==> src/rtl/pio_pwm_ctrl.sv <==
// PWM generator fed by the PIO output word, with shadowed config applied at period boundaries.
// Optional complementary output with dead-time: define PWM_COMPL_EN.
module pio_pwm_ctrl #(
    parameter int DEAD = 2
) (
    input  logic        clk,
    input  logic        reset,
    input  logic [10:0] pio_in,
    output logic        pwm_out,
    output logic        pwm_n_out,
    output logic        period_tick,
    output logic        running,
    output logic        cfg_pending
);

    typedef enum logic {
        IDLE,
        RUN
    } state_t;

    state_t      state;
    logic [10:0] pio_q;
    logic [10:0] act;
    logic [7:0]  cnt;
    logic [2:0]  pre;
    logic [2:0]  term;
    logic        tick;
    logic        boundary;
    logic        cmp;

    if (DEAD < 1 || DEAD > 15) begin : g_dead_check
        $error("DEAD out of range 1..15");
    end

    always_comb begin
        term = 3'd0;
        case (act[9:8])
            2'd0: term = 3'd0;
            2'd1: term = 3'd1;
            2'd2: term = 3'd3;
            2'd3: term = 3'd7;
            default: term = 3'd0;
        endcase
    end

    assign running  = (state == RUN);
    assign tick     = running && (pre == term);
    assign boundary = tick && (cnt == 8'hFF);
    assign cmp      = running && (cnt < act[7:0]);

    always_ff @(posedge clk) begin
        if (reset) begin
            state       <= IDLE;
            pio_q       <= '0;
            act         <= '0;
            cnt         <= '0;
            pre         <= '0;
            period_tick <= 1'b0;
            cfg_pending <= 1'b0;
        end else begin
            pio_q       <= pio_in;
            period_tick <= boundary;
            cfg_pending <= running && (pio_q != act);
            case (state)
                IDLE: begin
                    cnt <= '0;
                    pre <= '0;
                    if (pio_q[10]) begin
                        act   <= pio_q;
                        state <= RUN;
                    end
                end
                RUN: begin
                    if (tick) begin
                        pre <= '0;
                        cnt <= cnt + 8'd1;
                    end else begin
                        pre <= pre + 3'd1;
                    end
                    // New config only lands on the wrap, so no runt pulses.
                    if (boundary) begin
                        act <= pio_q;
                        if (!pio_q[10]) state <= IDLE;
                    end
                end
                default: state <= IDLE;
            endcase
        end
    end

`ifdef PWM_COMPL_EN
    logic [1:0] tgt;
    logic [1:0] tgt_q;
    logic [1:0] drv;
    logic [3:0] dcnt;

    assign tgt = {cmp, running && !cmp};

    // Falling side drops at once; rising side waits DEAD cycles.
    always_ff @(posedge clk) begin
        if (reset) begin
            tgt_q <= '0;
            drv   <= '0;
            dcnt  <= '0;
        end else if (tgt != tgt_q) begin
            tgt_q <= tgt;
            dcnt  <= 4'(DEAD);
            drv   <= drv & tgt;
        end else if (dcnt > 4'd1) begin
            dcnt <= dcnt - 4'd1;
            drv  <= drv & tgt;
        end else begin
            dcnt <= '0;
            drv  <= tgt;
        end
    end

    assign pwm_out   = drv[1];
    assign pwm_n_out = drv[0];
`else
    always_ff @(posedge clk) begin
        if (reset) pwm_out <= 1'b0;
        else       pwm_out <= cmp;
    end

    assign pwm_n_out = 1'b0;
`endif

endmodule

==> config.mk <==
export PLATFORM = sky130hd
export DESIGN_NAME = pio_pwm_ctrl
export DESIGN_NICKNAME = d
export VERILOG_FILES = /design/src/rtl/pio_pwm_ctrl.sv
export SDC_FILE = /design/constraint.sdc
export NUM_CORES = 1
export LEC_CHECK = 0
export ABC_AREA = 1
export ABC_CLOCK_PERIOD_IN_PS = 1500
export CORE_MARGIN = 3
export CORE_UTILIZATION = 50
export DETAILED_ROUTE_END_ITERATION = 10
export GPL_TIMING_DRIVEN = 1
export HOLD_SLACK_MARGIN = 0.03
export PLACE_DENSITY = 0.74
export REMOVE_ABC_BUFFERS = 1
export SYNTH_ARGS = -nofsm -noshare
export SYNTH_HDL_FRONTEND = slang
export SYNTH_SLANG_ARGS = --single-unit
export TNS_END_PERCENT = 5
==> constraint.sdc <==
create_clock -name clk -period 1.5 [get_ports clk]
set_input_delay 0.225 -clock clk [delete_from_list [all_inputs] [get_ports clk]]
set_output_delay 0.225 -clock clk [all_outputs]
set_load 0.01 [all_outputs]
==> results of run 1 <==
==> worst paths after layout <==
check | depth (start not counted) | end
max | 8 | act[4]$_SDFFE_PP0P_
min | 3 | pio_q[1]$_SDFF_PP0_
max reg2reg | 8 | act[4]$_SDFFE_PP0P_
min reg2reg | 1 | pre[0]$_SDFF_PP0_
==> registers in the layout (all words and copies together), names as in the netlist <==
register and count:
act 11, pwm_out 1, pre 3, period_tick 1, running 1, pio_q 11, cnt 8, cfg_pending 1
==> cells by family (layout without fill, tap and decap cells) <==
group,after synthesis,in the layout
adder cells (fa/ha/maj),9,9
buffers and inverters,45,75
flip-flops,37,37
AO/OA/AOI/OAI,28,28
other,1,1
XOR/XNOR,12,12
AND/OR/NAND/NOR,110,113
==> metrics by stage <==
stage	std cells	util	instance area, um2	setup slack [ns]
floorplan	233	-	1730	0.0338
global placement	309	0.609	2070	0.0347
detailed placement	309	0.609	2070	-0.0525
CTS	317	0.634	2150	-0.00196
global route	321	0.667	2260	-0.0968
finish	321	0.667	2260	0.00868
==> cell type report <==
class                      instances  share of cell area
clock buffer                       7              0.0243
inverter                          36              0.0598
multi-input combinational        163               0.423
sequential                        37               0.331
tap                               46              0.0255
timing repair buffer              32               0.136
==> repair_timing <==
| item | CTS | global route |
|---|---|---|
| hold buffers | 0 | 0 |
| endpoints found under the setup margin | 13 | 18 |
| pin swaps | 1 | 9 |
| setup buffers | 0 | 2 |
| gates cloned | 1 | 2 |
| gates resized for setup | 5 | 18 |
==> power by group through the flow <==
| stage | logic [mW] | registers [mW] | clock network, mW |
|---|---|---|---|
| 5_1_grt | 0.444 | 1.09 | 0.599 |
| 4_1_cts | 0.354 | 1.08 | 0.551 |
| 2_1_floorplan | 0.193 | 1.10 | 0 |
| 6_report | 0.399 | 1.08 | 0.526 |
| 3_5_place_dp | 0.345 | 1.10 | 0 |
| 3_3_place_gp | 0.339 | 1.10 | 0 |
==> synth_stat cells <==
library cell,instances,share of area
inv_2,1,0.0021
conb_1,1,0.0021
nor2_4,1,0.0063
a211oi_1,1,0.0042
nand2_1,39,0.082
xor2_1,7,0.034
nor4_1,1,0.0035
a21oi_1,21,0.059
nor2_2,1,0.0035
inv_1,35,0.073
buf_4,2,0.0084
nand4_1,3,0.010
buf_6,2,0.013
xnor2_1,5,0.024
clkbuf_1,3,0.0063
nand3_2,1,0.0056
a31oi_1,1,0.0035
nor3_1,4,0.011
nor2_1,38,0.080
o21bai_1,2,0.0084
buf_2,2,0.0056
nand3_4,1,0.0098
nand3_1,21,0.059
dfxtp_1,37,0.41
o21ai_1,1,0.0028
ha_1,9,0.063
o21ai_0,2,0.0056
==> per-layer routing <==
metal	part of all wire	wire length, um
met3	0.050	191
met2	0.47	1800
met4	0.032	123
met1	0.44	1680
met5	0	0
==> layout by cell type (no fill, tap or decap), types with 3 or more instances in the layout <==
master	count
nor2_1	37
clkbuf_4	5
dfxtp_2	6
ha_1	8
inv_2	3
inv_1	33
xor2_1	7
clkdlybuf4s50_1	15
nor3_1	4
nand2_1	38
xnor2_1	5
a21oi_1	19
nand3_1	18
nand3_2	4
nand4_1	3
dfxtp_1	31
buf_4	14
nand3_4	4
==> worst register-to-register path: cells and delay by family (launching register included) <==
family / cells / cell delay (ns)
flops: 1 / 0.38
compound gates: 1 / 0.17
simple gates: 5 / 0.64
fa+ha+maj: 1 / 0.16
buf+inv: 1 / 0.06
==> results_dict.tcl, run 1 <==
set metrics [dict create \
    grt_pass1_wl_um 5960 \
    cp-end-kind "register" \
    cp.arrival_ns 1.74 \
    synth_compound_area_frac 0.0832 \
    dieArea_mm2 0.00433 \
    path_class "register to register" \
    r2r_setup_slack_ns 0.009 \
    crit_chain "ha_4 -> nand2_4 -> inv_2 -> nand3_4 -> nor2_4 -> nand3_2 -> a21oi_1 -> nor2_1" \
    drive_above_1_share 0.167 \
    rsz0062_at_grt "yes" \
    netlist_area_mm2 0.00179 \
    insertion_delay_ns 0.34 \
    hold_viol 0 \
    drc 0 \
    finalWirelength_um 3800 \
    synth_xor_area_frac 0.0587 \
    setup_tns_ns 0 \
    critPathTopFamily "simple AND/OR/NAND/NOR gates" \
    finalCritPeriodShare 0.994 \
    coreArea_mm2 0.00339 \
    clkTransAtPathRegs_ns 0.10 \
    grt_util_met2 0.274 \
    nets 297 \
    avgSynthCellArea_um2 7.39 \
    synth_mux_area_frac 0 \
    final_max_slew_viol_count 0 \
    required_ns 1.75 \
    busiest_layer "met2" \
    internal-power_mw 1.45 \
    combPwrFrac 0.199 \
    cp_num_buf_inv 1 \
    synth_simple_gate_area_share 0.271 \
    routedWlPerCell_um 11.8 \
    cts-root-buf "clkbuf_4" \
    ant_nets 0 \
    num_rows 21 \
    seq_power_share 0.540 \
    p_switching_uw 558 \
    die_x_um 65.8 \
    syn2layout_area_growth_pct 26.4 \
    dr_total_vias 1614 \
    drt_pass1_iterations 4 \
    io_pins 18 \
    max_freq_mhz 671 \
    cts_tree "yes" \
    seqCellArea_um2 748 \
    cp-startpoint "cnt[1]$_SDFFE_PP0P_" \
    gr-total-overflow 0 \
    finalSetupViolCount 0 \
    clock_skew_ns 0.00954 \
    crit_path_start_kind "register" \
    cts_made_buffers 5 \
    antenna_found_initial 0 \
    synth_cells 242 \
    hold_path_class "input pin to register" \
    status "complete, no violations" \
    numPortBuffers 16 \
    cp_max_fo 5 \
    synth.distinct_cells 27 \
    multi_input_area_um2 957 \
    cap_violations 0 \
    irDropWorstVdd_v 0.000492 \
    slowest_delay_ns 0.38 \
    cts_sinks 37 \
    power_density_mw_per_mm2 889 \
    synth-seq-area-share 0.414 \
    viasPerCell 5.03 \
    grt_max_degree 20 \
    grt_pass1_vias 1369 \
    htreeDepth 2 \
    power_mw 2.01 \
    power.leakage_nw 1.06 \
    fillCellCount 268 \
    antenna_cells 0 \
    holdWs_ns 0.385 \
    hold_start "pio_in[1]" \
    regToRegStartpoint "cnt[1]$_SDFFE_PP0P_" \
    period_minus_slack_ns 1.49 \
    gr-usage-met3 0.0629 \
    yosys.area_share.adder 0.0629 \
    ys_seq_elements 37 \
    grt.total_usage 0.184 \
    first_iter_violations 96 \
    synth_top_family_by_area "simple AND/OR/NAND/NOR gates" \
    initial_core_util 0.528 \
    crit_slowest_cell "dfxtp_2" \
    dpl.hpwl_um 2540 \
    cts_buffer_depth 2 \
    pwr-share-clk 0.262 \
    sw_frac_of_total 0.278 \
    met1_usage 0.236 \
    yosysWarnings 0 \
    gp_congestion 0.903 \
    die_h_um 65.8 \
]
Power figures use the tool's default switching activity.
==> run 2: changes to the inputs <==
--- a/config.mk
+++ b/config.mk
@@ -7,6 +7,7 @@
 export LEC_CHECK = 0
 export ABC_AREA = 1
 export ABC_CLOCK_PERIOD_IN_PS = 1500
+export CAP_MARGIN = 20
 export CORE_MARGIN = 3
 export CORE_UTILIZATION = 50
 export DETAILED_ROUTE_END_ITERATION = 10
==> results of run 2 <==
The final DEF is identical to that of run 1; final timing and power are the same.
==> run 3: changes to the inputs <==
--- a/config.mk
+++ b/config.mk
@@ -11,7 +11,6 @@
 export CORE_MARGIN = 3
 export CORE_UTILIZATION = 50
 export DETAILED_ROUTE_END_ITERATION = 10
-export GPL_TIMING_DRIVEN = 1
 export HOLD_SLACK_MARGIN = 0.03
 export PLACE_DENSITY = 0.74
 export REMOVE_ABC_BUFFERS = 1
==> results of run 3 <==
The final DEF is identical to that of run 1; final timing and power are the same.
==> RTL edit: new RTL, settings of run 1 <==
Build with the macro `PWM_COMPL_EN` defined.
--- a/src/rtl/pio_pwm_ctrl.sv
+++ b/src/rtl/pio_pwm_ctrl.sv
@@ -1,5 +1,7 @@
 // PWM generator fed by the PIO output word, with shadowed config applied at period boundaries.
 // Optional complementary output with dead-time: define PWM_COMPL_EN.
+`define PWM_COMPL_EN
+
 module pio_pwm_ctrl #(
     parameter int DEAD = 2
 ) (
Behaviour: not the same (Yosys sat finds a counterexample within 4 cycles, from zero or initial values and one cycle with reset high).
==> RTL edit against run 1 <==
  * The flow now finishes with violations (setup timing)
  * First-iteration DRC count is 55% higher
  * Count of clock-buffer cells in the layout is 2 lower
  * Design area increased by 29%
  * Via count is 18% higher
  * Area after synthesis rose by 17%
  * Sequential cell count up 7
  * Worst hold slack gained 0.035 ns
  * Power up 57%
  * Setup slack worse by 0.23 ns
  * Wire length is 45% higher
  * Critical path type unchanged
  * Critical endpoint is now drv[0]
==> RTL edit: results (changes against run 1) <==
[run_status] result of the run complete, but fails checks [was complete, no violations]
[run_status] violated checks setup timing
[timing] clk_skew 0.0123 ns [was 0.00954 ns]
[cells_and_area] Fillers 259 [was 268]
[placement] Inst Count DP 355 [was 309]
[detailed_routing] initial detailed-routing violation count 149 [was 96]
[synthesis] sequential-to-total area share from yosys stat 42.2% [was 41.4%]
[critical_path] endpoint arrival time on the critical path 1.96 ns [was 1.74 ns]
[worst_hold_path] worst hold start pio_in[8] [was pio_in[1]]
[cells_and_area] number of nets in the layout 345 [was 297]
[power] Power Internal 2.28 mW [was 1.45 mW]
[placement] buffers added on ports 17 [was 16]
[placement] routability cong. 0.813 [was 0.903]
[critical_path] critical path peak fanout 4 [was 5]
[synthesis] most common flop cell mapped by yosys sky130_fd_sc_hd__dfxtp_1 [unchanged]
[synthesis] Synth top cells by count 48 x sky130_fd_sc_hd__nand2_1, 45 x sky130_fd_sc_hd__inv_1, 44 x sky130_fd_sc_hd__dfxtp_1 [was 39 x sky130_fd_sc_hd__nand2_1, 38 x sky130_fd_sc_hd__nor2_1, 37 x sky130_fd_sc_hd__dfxtp_1]
[synthesis] summed instance area of the synthesized netlist 2090 µm² [was 1790 µm²]
[critical_path] launching point of the worst reg2reg path cnt[3] [was cnt[1]]
[timing] Sum Neg Setup Slack -2.97 ns [was 0 ns]
[placement] HPWL after detailed placement 2.96 mm [was 2.54 mm]
[synthesis] leading post-synthesis cells by cell area sky130_fd_sc_hd__dfxtp_1 42%, sky130_fd_sc_hd__nand2_1 8.6%, sky130_fd_sc_hd__inv_1 8.1% [was sky130_fd_sc_hd__dfxtp_1 41%, sky130_fd_sc_hd__nand2_1 8.2%, sky130_fd_sc_hd__nor2_1 8.0%]
[cells_and_area] proportion of layout cells with a drive suffix above 1 37.7% [was 16.7%]
[global_route] wire length of the first global-routing pass 7.59 mm [was 5.96 mm]
[global_route] maximum number of pins on one net before global-route repair 22 [was 20]
[cells_and_area] largest registers act (11), pio_q (11), cnt (8) [unchanged]
[detailed_routing] Total Routed Length 5.50 mm [was 3.80 mm]
[clock_network] cell chosen for the clock root sky130_fd_sc_hd__clkbuf_8 [was sky130_fd_sc_hd__clkbuf_4]
[global_route] via count of the first global-routing pass 1,730 [was 1,369]
[global_route] aggregate global-route resource usage 19.0% [was 18.4%]
[power] maximum VDD drop 0.000972 V [was 0.000492 V]
[clock_network] clk_lat worst skew 0.31 ns [was 0.34 ns]
[placement] area of placed instances 2500 µm² [was 2070 µm²]
[synthesis] number of distinct library cell variants in the gate-level netlist after synthesis 30 [was 27]
[detailed_routing] routed wire length per instance 14.9 µm [was 11.8 µm]
[power] Leak 1.27 nW [was 1.06 nW]
[synthesis] synthesized instance count 266 [was 242]
[timing] final-report setup violation count 19 [was 0]
[timing] post-layout worst setup margin -0.217 ns [was 0.00868 ns]
[RTL edit: area by class of cell]
class                   count  area, µm²  area share (%)
multi-input cells         171       1170            40.3
flip-flops and latches     44        900            30.9
repair buffers             53        474            16.3
inverters                  46        175            6.02
clock buffers               5       68.8            2.36
clock inverters             2       60.1            2.06
well taps                  48       60.1            2.06
[RTL edit: power groups by stage]
stage / logic (mW) / registers, mW / clock network [mW]
final: 0.731 / 1.36 / 1.08
after global routing: 0.812 / 1.37 / 1.12
after CTS: 0.645 / 1.34 / 1.07
after detailed placement: 0.613 / 1.37 / 0
after global placement: 0.591 / 1.36 / 0
after floorplan: 0.390 / 1.36 / 0
[RTL edit: metal layers]
metal	share of wire, %	global-route usage (%)
met1	40	23.0
met2	52	31.9
met3	4.3	4.26
met4	4.1	9.19
met5	0	0
[RTL edit: worst paths after layout]
| kind | endpoint | slack [ns] | cells past startpoint |
|---|---|---|---|
| worst min-delay path | pio_q[8] | 0.42 | 3 |
| worst max register to register | drv[0] | -0.22 | 10 |
| worst min register to register | pre[0] | 0.44 | 1 |
| worst max-delay path | drv[0] | -0.22 | 10 |
[RTL edit: stage by stage]
step           hold slack (ns)  utilization, %  total power [mW]  setup slack [ns]
3_3_place_gp             0.435            65.4              1.95            -0.194
2_1_floorplan            0.287               -              1.75            -0.133
3_5_place_dp             0.436            65.4              1.98            -0.251
6_report                 0.420            76.1              3.16            -0.217
5_1_grt                  0.444            76.1              3.30            -0.274
4_1_cts                  0.426            71.3              3.06            -0.156
[RTL edit: worst max-delay path: stages (launching register included)]
cell	delay [ns]
sky130_fd_sc_hd__dfxtp_2	0.41
sky130_fd_sc_hd__ha_4	0.23
sky130_fd_sc_hd__a21oi_1	0.20
sky130_fd_sc_hd__nand2_2	0.11
sky130_fd_sc_hd__nand2_4	0.08
sky130_fd_sc_hd__nand2_2	0.08
sky130_fd_sc_hd__nand3_1	0.11
sky130_fd_sc_hd__nand2_2	0.08
sky130_fd_sc_hd__nor2_4	0.12
sky130_fd_sc_hd__nand2_2	0.07
sky130_fd_sc_hd__a21oi_1	0.15
[RTL edit: what timing repair did]
| action | CTS | global route |
|---|---|---|
| gates resized for setup | 28 | 35 |
| setup buffers | 2 | 4 |
| pin swaps | 13 | 16 |
| hold endpoints to repair | 0 | 0 |
| gates cloned | 0 | 1 |
| hold buffers | 0 | 0 |
| setup endpoints to repair | 19 | 27 |
[RTL edit: cell families (layout without fill, tap and decap cells)]
group	count (synthesis)	after routing	share of synthesized area, %
compound gates	33	33	10.5
xor+xnor	14	14	5.88
fa+ha+maj	11	11	6.60
buf+inv	51	106	10.3
flops	44	44	42.2
simple gates	113	113	24.5
